**config.mk**
```make
export PLATFORM = sky130hd
export DESIGN_NAME = serial_add_ctrl_flat
export DESIGN_NICKNAME = d
export VERILOG_FILES = /design/src/rtl/serial_add_pkg.sv /design/src/rtl/serial_add_ctrl_if.sv /design/src/rtl/serial_fa_bit.sv /design/src/rtl/serial_add_ctrl.sv /design/src/flat_wrapper.sv
export SDC_FILE = /design/constraint.sdc
export NUM_CORES = 1
export LEC_CHECK = 0
export ABC_AREA = 1
export CORE_AREA = 3 3 72 74
export DETAILED_ROUTE_END_ITERATION = 10
export DIE_AREA = 0 0 75 77
export SETUP_SLACK_MARGIN = 0.4
export SLEW_MARGIN = 20
export SYNTH_ARGS = -nofsm -noshare
export SYNTH_HDL_FRONTEND = slang
export SYNTH_SLANG_ARGS = --single-unit
```
**constraint.sdc**
```tcl
create_clock -name clk -period 1.95 [get_ports clk]
set_input_delay 0.195 -clock clk [delete_from_list [all_inputs] [get_ports clk]]
set_output_delay 0.195 -clock clk [all_outputs]
set_load 0.02 [all_outputs]
```
**src/rtl/serial_add_pkg.sv**
```systemverilog
// serial_add_pkg -- shared definitions for the bit-serial adder/subtractor.
//   DEFAULT_WIDTH : default operand/result width in bits
//   state_t       : controller FSM state (IDLE / RUN / DONE)
package serial_add_pkg;

  localparam int DEFAULT_WIDTH = 8;

  typedef enum logic [1:0] {
    IDLE = 2'd0,
    RUN  = 2'd1,
    DONE = 2'd2
  } state_t;

endpackage

```
**src/rtl/serial_add_ctrl_if.sv**
```systemverilog
// serial_add_ctrl_if -- request/result bundle of serial_add_ctrl.
//   start        : request to begin one operation
//   op_a, op_b   : operands, captured when start is accepted
//   sub          : 1 = A minus B (honoured only when SERIAL_ADD_SUB_EN is defined)
//   busy         : operation in progress
//   done         : one-cycle pulse, sum/cout/ovf carry a new result
//   sum/cout/ovf : registered result, held until the next result
//
// Handshake: start is the valid and !busy is the ready. A request is accepted
// on a rising edge where start=1 and busy=0 (idle, or the done cycle for
// back-to-back work). start while busy is dropped, not queued. Operands and
// sub only need to be stable on the accepting edge.
interface serial_add_ctrl_if #(
  parameter int WIDTH = serial_add_pkg::DEFAULT_WIDTH
);
  logic             start;
  logic [WIDTH-1:0] op_a;
  logic [WIDTH-1:0] op_b;
  logic             sub;
  logic             busy;
  logic             done;
  logic [WIDTH-1:0] sum;
  logic             cout;
  logic             ovf;

  modport master (
    output start, op_a, op_b, sub,
    input  busy, done, sum, cout, ovf
  );

  modport slave (
    input  start, op_a, op_b, sub,
    output busy, done, sum, cout, ovf
  );
endinterface

```
**src/rtl/serial_fa_bit.sv**
```systemverilog
// serial_fa_bit -- 1-bit full adder made of two half adders and an OR.
//   a, b : addend bits
//   ci   : carry in
//   s    : sum bit
//   co   : carry out
module serial_fa_bit (
  input  logic a,
  input  logic b,
  input  logic ci,
  output logic s,
  output logic co
);
  logic s1;
  logic c1;
  logic c2;

  // first half adder: a + b
  assign s1 = a ^ b;
  assign c1 = a & b;
  // second half adder: partial sum + carry in
  assign s  = s1 ^ ci;
  assign c2 = s1 & ci;
  // the two half-adder carries can never both be 1
  assign co = c1 | c2;
endmodule

```
**src/rtl/serial_add_ctrl.sv**
```systemverilog
// serial_add_ctrl -- bit-serial adder/subtractor, LSB first, one bit per clock,
// sequenced around a single shared full-adder cell.
//   clk       : clock, all state changes on the rising edge
//   rst_n     : asynchronous active-low reset
//   bus       : serial_add_ctrl_if.slave (start/op_a/op_b/sub in,
//               busy/done/sum/cout/ovf out)
//   dbg_state : current FSM state
// Build option: define SERIAL_ADD_SUB_EN to let 'sub' select A-B; without it
// 'sub' is ignored and every operation is A+B.
module serial_add_ctrl
  import serial_add_pkg::*;
#(
  parameter int WIDTH = DEFAULT_WIDTH
) (
  input  logic               clk,
  input  logic               rst_n,
  serial_add_ctrl_if.slave   bus,
  output state_t             dbg_state
);

  localparam int               CNT_W = $clog2(WIDTH);
  localparam logic [CNT_W-1:0] LAST  = CNT_W'(WIDTH - 1);

  state_t           state_q;
  state_t           state_d;
  logic [WIDTH-1:0] a_sh;
  logic [WIDTH-1:0] b_sh;
  logic [WIDTH-1:0] r_sh;
  logic [WIDTH-1:0] sum_q;
  logic [CNT_W-1:0] cnt_q;
  logic             sub_q;
  logic             carry_q;
  logic             cout_q;
  logic             ovf_q;
  logic             busy_o;
  logic             done_o;

  logic             sub_in;
  logic             accept;
  logic             fa_b;
  logic             fa_s;
  logic             fa_co;

`ifdef SERIAL_ADD_SUB_EN
  assign sub_in = bus.sub;
`else
  logic unused_sub;
  assign unused_sub = bus.sub;
  assign sub_in     = 1'b0;
`endif

  // accepted in IDLE or DONE; RUN ignores start
  assign accept = bus.start && (state_q != RUN);

  // subtraction = A + ~B + 1; the +1 is the carry preloaded on accept
  assign fa_b = b_sh[0] ^ sub_q;

  serial_fa_bit u_fa (
    .a  (a_sh[0]),
    .b  (fa_b),
    .ci (carry_q),
    .s  (fa_s),
    .co (fa_co)
  );

  // state register
  always_ff @(posedge clk or negedge rst_n) begin
    if (!rst_n) begin
      state_q <= IDLE;
    end else begin
      state_q <= state_d;
    end
  end

  // next-state logic
  always_comb begin
    state_d = state_q;
    case (state_q)
      IDLE:    if (bus.start) state_d = RUN;
      RUN:     if (cnt_q == LAST) state_d = DONE;
      DONE:    state_d = bus.start ? RUN : IDLE;
      default: state_d = IDLE;
    endcase
  end

  // outputs decoded from registered state only
  always_comb begin
    busy_o = 1'b0;
    done_o = 1'b0;
    case (state_q)
      RUN:     busy_o = 1'b1;
      DONE:    done_o = 1'b1;
      default: ;
    endcase
  end

  // datapath: operand shifters, result shifter, carry, bit counter
  always_ff @(posedge clk or negedge rst_n) begin
    if (!rst_n) begin
      a_sh    <= '0;
      b_sh    <= '0;
      r_sh    <= '0;
      sum_q   <= '0;
      cnt_q   <= '0;
      sub_q   <= 1'b0;
      carry_q <= 1'b0;
      cout_q  <= 1'b0;
      ovf_q   <= 1'b0;
    end else if (accept) begin
      a_sh    <= bus.op_a;
      b_sh    <= bus.op_b;
      sub_q   <= sub_in;
      carry_q <= sub_in;
      cnt_q   <= '0;
    end else if (state_q == RUN) begin
      a_sh    <= a_sh >> 1;
      b_sh    <= b_sh >> 1;
      r_sh    <= {fa_s, r_sh[WIDTH-1:1]};
      carry_q <= fa_co;
      cnt_q   <= cnt_q + 1'b1;
      if (cnt_q == LAST) begin
        // last bit: carry_q is the carry into the MSB, fa_co the carry out
        sum_q  <= {fa_s, r_sh[WIDTH-1:1]};
        cout_q <= fa_co;
        ovf_q  <= fa_co ^ carry_q;
      end
    end
  end

  assign bus.busy  = busy_o;
  assign bus.done  = done_o;
  assign bus.sum   = sum_q;
  assign bus.cout  = cout_q;
  assign bus.ovf   = ovf_q;
  assign dbg_state = state_q;

endmodule

```
**src/flat_wrapper.sv**
```systemverilog
// flat-port wrapper written by rule: the top's interface ports become plain ports
module serial_add_ctrl_flat import serial_add_pkg::*;
#(
  parameter int WIDTH = DEFAULT_WIDTH
)
  (clk, rst_n, dbg_state, bus_start, bus_op_a, bus_op_b, bus_sub, bus_busy, bus_done, bus_sum, bus_cout, bus_ovf);
  serial_add_ctrl_if #(.WIDTH(WIDTH)) bus_i ();
  input  logic clk;
  input  logic rst_n;
  output state_t dbg_state;
  input wire logic [$bits(bus_i.start)-1:0] bus_start;
  input wire logic [$bits(bus_i.op_a)-1:0] bus_op_a;
  input wire logic [$bits(bus_i.op_b)-1:0] bus_op_b;
  input wire logic [$bits(bus_i.sub)-1:0] bus_sub;
  output wire logic [$bits(bus_i.busy)-1:0] bus_busy;
  output wire logic [$bits(bus_i.done)-1:0] bus_done;
  output wire logic [$bits(bus_i.sum)-1:0] bus_sum;
  output wire logic [$bits(bus_i.cout)-1:0] bus_cout;
  output wire logic [$bits(bus_i.ovf)-1:0] bus_ovf;
  assign bus_i.start = bus_start;
  assign bus_i.op_a = bus_op_a;
  assign bus_i.op_b = bus_op_b;
  assign bus_i.sub = bus_sub;
  assign bus_busy = bus_i.busy;
  assign bus_done = bus_i.done;
  assign bus_sum = bus_i.sum;
  assign bus_cout = bus_i.cout;
  assign bus_ovf = bus_i.ovf;
  serial_add_ctrl #(.WIDTH(WIDTH)) u_core (.clk(clk), .rst_n(rst_n), .bus(bus_i), .dbg_state(dbg_state));
endmodule
```
# After elaboration in Yosys (flattened, before gate mapping)
# Cells that the tools add are included.
# word_totals
out_inout_bits	14
wordCells	43
inputBits	20
register_bits	40
# op_classes
addsub	1
eq_ne	6
mux	14
n_reduce_logical	6
bitwise	7
# op_table
cell	count
two-way mux 8 bit	4
two-way mux 3 bit	2
case mux 2 bit (3 select lines)	1
two-way mux 1 bit	5
two-way mux 2 bit	2
inequality test 2 bit, second input constant	2
AND reduction 2 bit	2
adder 3 x 1 -> 3 bit, second input constant	1
== test 3 bit, second input constant	1
AND reduction 3 bit	1
XOR 1 bit	3
AND 1 bit	2
== test 2 x 1 -> 1 bit, second input constant	1
== test 2 bit, second input constant	1
zero test 2 bit	1
inequality test 2 x 1 -> 1 bit, second input constant	1
nonzero test 2 bit	1
logical AND 1 bit	1
NOT 1 bit	1
bitwise OR 1 bit	1

# Longest topological paths before layout
# depth
ltp_word	5
depth_mapped	7
ltp_nobuf	7

# By module
# From an unflattened synthesis, not the netlist that was laid out.
# unflattened
cells_unflattened	189
area_unflattened_um2	1808.0
# modules_own_cells
module	instances	area_per_inst_um2	cells_per_inst	seq_area_each_um2
serial_add_ctrl	1	1788.0	188	975.9
serial_fa_bit	1	20.0	1	0.0

# Worst setup path after synthesis
# Ideal clock, no wire load.
# synth_path
kind	reg-to-reg
from	reg u_core.cnt_q[0]
to	reg u_core.sum_q[1] (netlist: u_core.bus.sum[1])
synth_period_minus_slack_ns	1.249
path_stages_with_launch	8
path_buffers	1
path_slack_ns	0.701
required_time_ns	1.833
t_arrival_ns	1.131
setup_ns	0.117
cell_sequence	dfrtp_1 ha_1 ha_1 inv_1 nor2_2 buf_4 nand2_1 nand2_1
# synth_via
elab_chain_len	2
# synth_lines
item	line	source
start: declaration	serial_add_ctrl.sv:30	logic [CNT_W-1:0] cnt_q;
start signal: assignment	serial_add_ctrl.sv:120	cnt_q <= cnt_q + 1'b1;
== test 3 bit	serial_add_ctrl.sv:121	if (cnt_q == LAST) begin
AND reduction 3 bit (no source line)	-	
end signal: assignment	serial_add_ctrl.sv:123	sum_q <= {fa_s, r_sh[WIDTH-1:1]};
end: declaration	serial_add_ctrl.sv:29	logic [WIDTH-1:0] sum_q;
# No other way between the ends.
# A chain may end at the register's enable or synchronous reset.

# Worst setup path after layout
# layout_path
from	reg u_core.sum_q[7] (netlist: u_core.bus.sum[7])
to	out bus_sum[7]
# layout_lines
item	line	source
end: declaration	flat_wrapper.sv:17	output wire logic [$bits(bus_i.sum)-1:0] bus_sum;
# No word-level cell between the ends.

==> results.sh <==
export IMPL_arrival_ns=1.25
export IMPL_slowest_delay_ns=0.60
export IMPL_netlist_area_leader_share_pct=52.6
export IMPL_vias=1328
export IMPL_synth_nets=214
export IMPL_timing_final_crit_share_pct=74.1
export IMPL_area_delta_synth_final_pct=22.3
export IMPL_cts_setup_buffers=0
export IMPL_vias_per_cell=4.76
export IMPL_place_ws_ns=0.512
export IMPL_path_cells="clkdlybuf4s50_1"
export IMPL_worst_path_max_delay_cell="clkdlybuf4s50_1"
export IMPL_start_util_pct=39.8
export IMPL_antenna_found_initial=0
export IMPL_cts_root_buf="clkbuf_8"
export IMPL_end_kind="output pin"
export IMPL_crit_type="flip-flop to output pin"
export IMPL_wl_mm=3.43
export IMPL_syn_avg_cell_area_um2=9.71
export IMPL_dr_pass1_iters=3
export IMPL_ant_nets=0
export IMPL_cts_tree="yes"
export IMPL_worstHoldPathType="primary input to asynchronous set/reset pin"
export IMPL_synth_distinct_cells=21
export IMPL_io_buffers=32
export IMPL_core_area_um2=4660
export IMPL_dieArea_um2=5780
export IMPL_peakVddDrop_mv=0.548
export IMPL_slew_violations=0
export IMPL_setup_viol=0
export IMPL_status="finished clean"
export IMPL_maxCapViolCount=0
export IMPL_rrSetupSlack_ns=0.64
export IMPL_clock_sinks=39
export IMPL_leakage_nw=1.08
export IMPL_final_common_cell="nand2_1"
export IMPL_finalCriticalPeriod_ns=1.44
export IMPL_setup_ws_ns=0.505
export IMPL_finalHoldViolations=0
export IMPL_yosys_area_top_type="dfrtp_1"
export IMPL_layout_drive_gt1_share_pct=18.2
export IMPL_post_dp_hpwl_mm=2.36
export IMPL_clk_path_buf_depth=2
export IMPL_slew_headroom_pct=68.2
export IMPL_worst_pin_slew_ns=0.477
export IMPL_worstPathRequired_ns=1.75
export IMPL_drt_iter0_markers=94
export IMPL_grt_max_degree=24
export IMPL_routedWlPerCell_um=12.3
export IMPL_crit_fanout=2
export IMPL_synthTopCellsByArea="dfrtp_1 53%, nand2_1 12%, nand3_1 9.7%, nand3_2 7.6%, buf_12 3.2%"
export IMPL_ys_warn_count=0
export IMPL_setup_tns_ns=0
export IMPL_grt_use_total_pct=13.6
export IMPL_cp_start_kind="flip-flop"
export IMPL_nNetsFinal=248
export IMPL_fill_cells=466
export IMPL_clock_skew_final_ns=0.00856
export IMPL_synthesis_area_um2=1850
export IMPL_grt_pass1_vias=1297
export IMPL_place_gp_congestion=0.695
export IMPL_htree_num_levels=2
export IMPL_yosys_register_bits=39
export IMPL_num_antenna_cells=0
export IMPL_worst_path_buf_inv=1
export IMPL_path_clk_slew_ns=0.07
export IMPL_grt_first_pass_wirelength_mm=6.00
export IMPL_clock_fmax_mhz=692
export IMPL_clk_insertion_delay_late_ns=0.29
export IMPL_fp_dieW_um=75
export IMPL_ios=34
export IMPL_rows=25
export IMPL_crit_family="buffers and inverters"
export IMPL_synthCells=191
export IMPL_drc=0
export IMPL_layout_common_cells="60 x nand2_1, 38 x dfrtp_1, 36 x nand3_1"
export IMPL_numCtsBuffers=5
export IMPL_p_per_area_nw_per_um2=1420
export IMPL_ys_seq_area_share_pct=52.6
export IMPL_die_h_um=77
export IMPL_gr_total_overflow=0
export IMPL_grt_setup_unrepaired="no"
power by group:
part | switching (W) | internal [W]
clock | 0.000270 | 0.000277
combinational | 0.000779 | 0.000561
sequential | 0.000200 | 0.00114
Yosys cell counts:
| cell type | number |
|---|---|
| ha_1 | 2 |
| nor2_2 | 1 |
| buf_4 | 1 |
| nand2_1 | 60 |
| buf_2 | 5 |
| nor2_4 | 1 |
| inv_2 | 2 |
| o21ai_2 | 6 |
| fa_1 | 1 |
| dfrtp_1 | 39 |
| nand3_1 | 36 |
| o21ai_0 | 3 |
| nor2_1 | 1 |
| buf_8 | 1 |
| nand2_2 | 1 |
| buf_6 | 2 |
| o22ai_1 | 1 |
| nand2_4 | 1 |
| nand3_2 | 14 |
| buf_12 | 3 |
| inv_1 | 10 |
what timing repair did:
action | CTS | global route
hold buffers | 1 | 0
endpoints found under the hold margin | 19 | 0
gates resized for setup | 4 | 2
setup endpoints to repair | 4 | 7
final timing paths:
check,start,to,depth (start not counted)
max in group asynchronous,rst_n,u_core.b_sh[4],3
min,rst_n,u_core.bus.sum[0],2
min in group clk,bus_op_a[7],u_core.a_sh[7],3
max,u_core.bus.sum[7],bus_sum[7],1
max reg2reg,u_core.cnt_q[0],u_core.bus.sum[1],6
min reg2reg,u_core.bus.cout,u_core.bus.cout,2
through the flow:
stage          std cells  instance area, um^2  util (%)  hold slack, ns  total power (W)
3_5_place_dp         271                 2160      46.4           0.191          0.00272
5_1_grt              279                 2270      48.6           0.436          0.00351
3_3_place_gp         271                 2160      46.4           0.186          0.00270
6_report             279                 2270      48.6           0.394          0.00322
4_1_cts              279                 2260      48.5           0.422          0.00328
2_1_floorplan        191                 1850         -          -0.101          0.00245
cell families after synthesis:
group	count (synthesis)	share of synthesized area, %
buffers and inverters	24	9.45
adders and majority gates	3	2.43
and+or+nand+nor	115	31.5
AOI/OAI and AO/OA	10	3.98
DFF	39	52.6
sequential cells by signal, indices dropped and copies added, names as in the netlist:
register,count
u_core.bus.cout,1
u_core.carry_q,1
u_core.r_sh,7
u_core.dbg_state,2
u_core.bus.sum,8
u_core.b_sh,8
u_core.a_sh,8
u_core.bus.ovf,1
u_core.cnt_q,3
routing by layer:
layer | up-vias | GRT usage (%) | wire (um)
li1 | 686 | - | -
met4 | 0 | 7.12 | 63
met3 | 6 | 4.46 | 118
met2 | 19 | 19.9 | 1610
met1 | 617 | 17.6 | 1650
met5 | - | 0 | 0
final cells by class:
| type | count | area [um^2] | area share (%) |
|---|---|---|---|
| Sequential cell | 39 | 977 | 43.1 |
| Multi-Input combinational cell | 128 | 708 | 31.2 |
| Clock buffer | 6 | 82.6 | 3.64 |
| Tap cell | 54 | 67.6 | 2.98 |
| Timing Repair Buffer | 39 | 382 | 16.8 |
| Clock inverter | 1 | 5.00 | 0.221 |
| Inverter | 12 | 45.0 | 1.99 |
No activity file was read; power rests on OpenSTA's default activity.
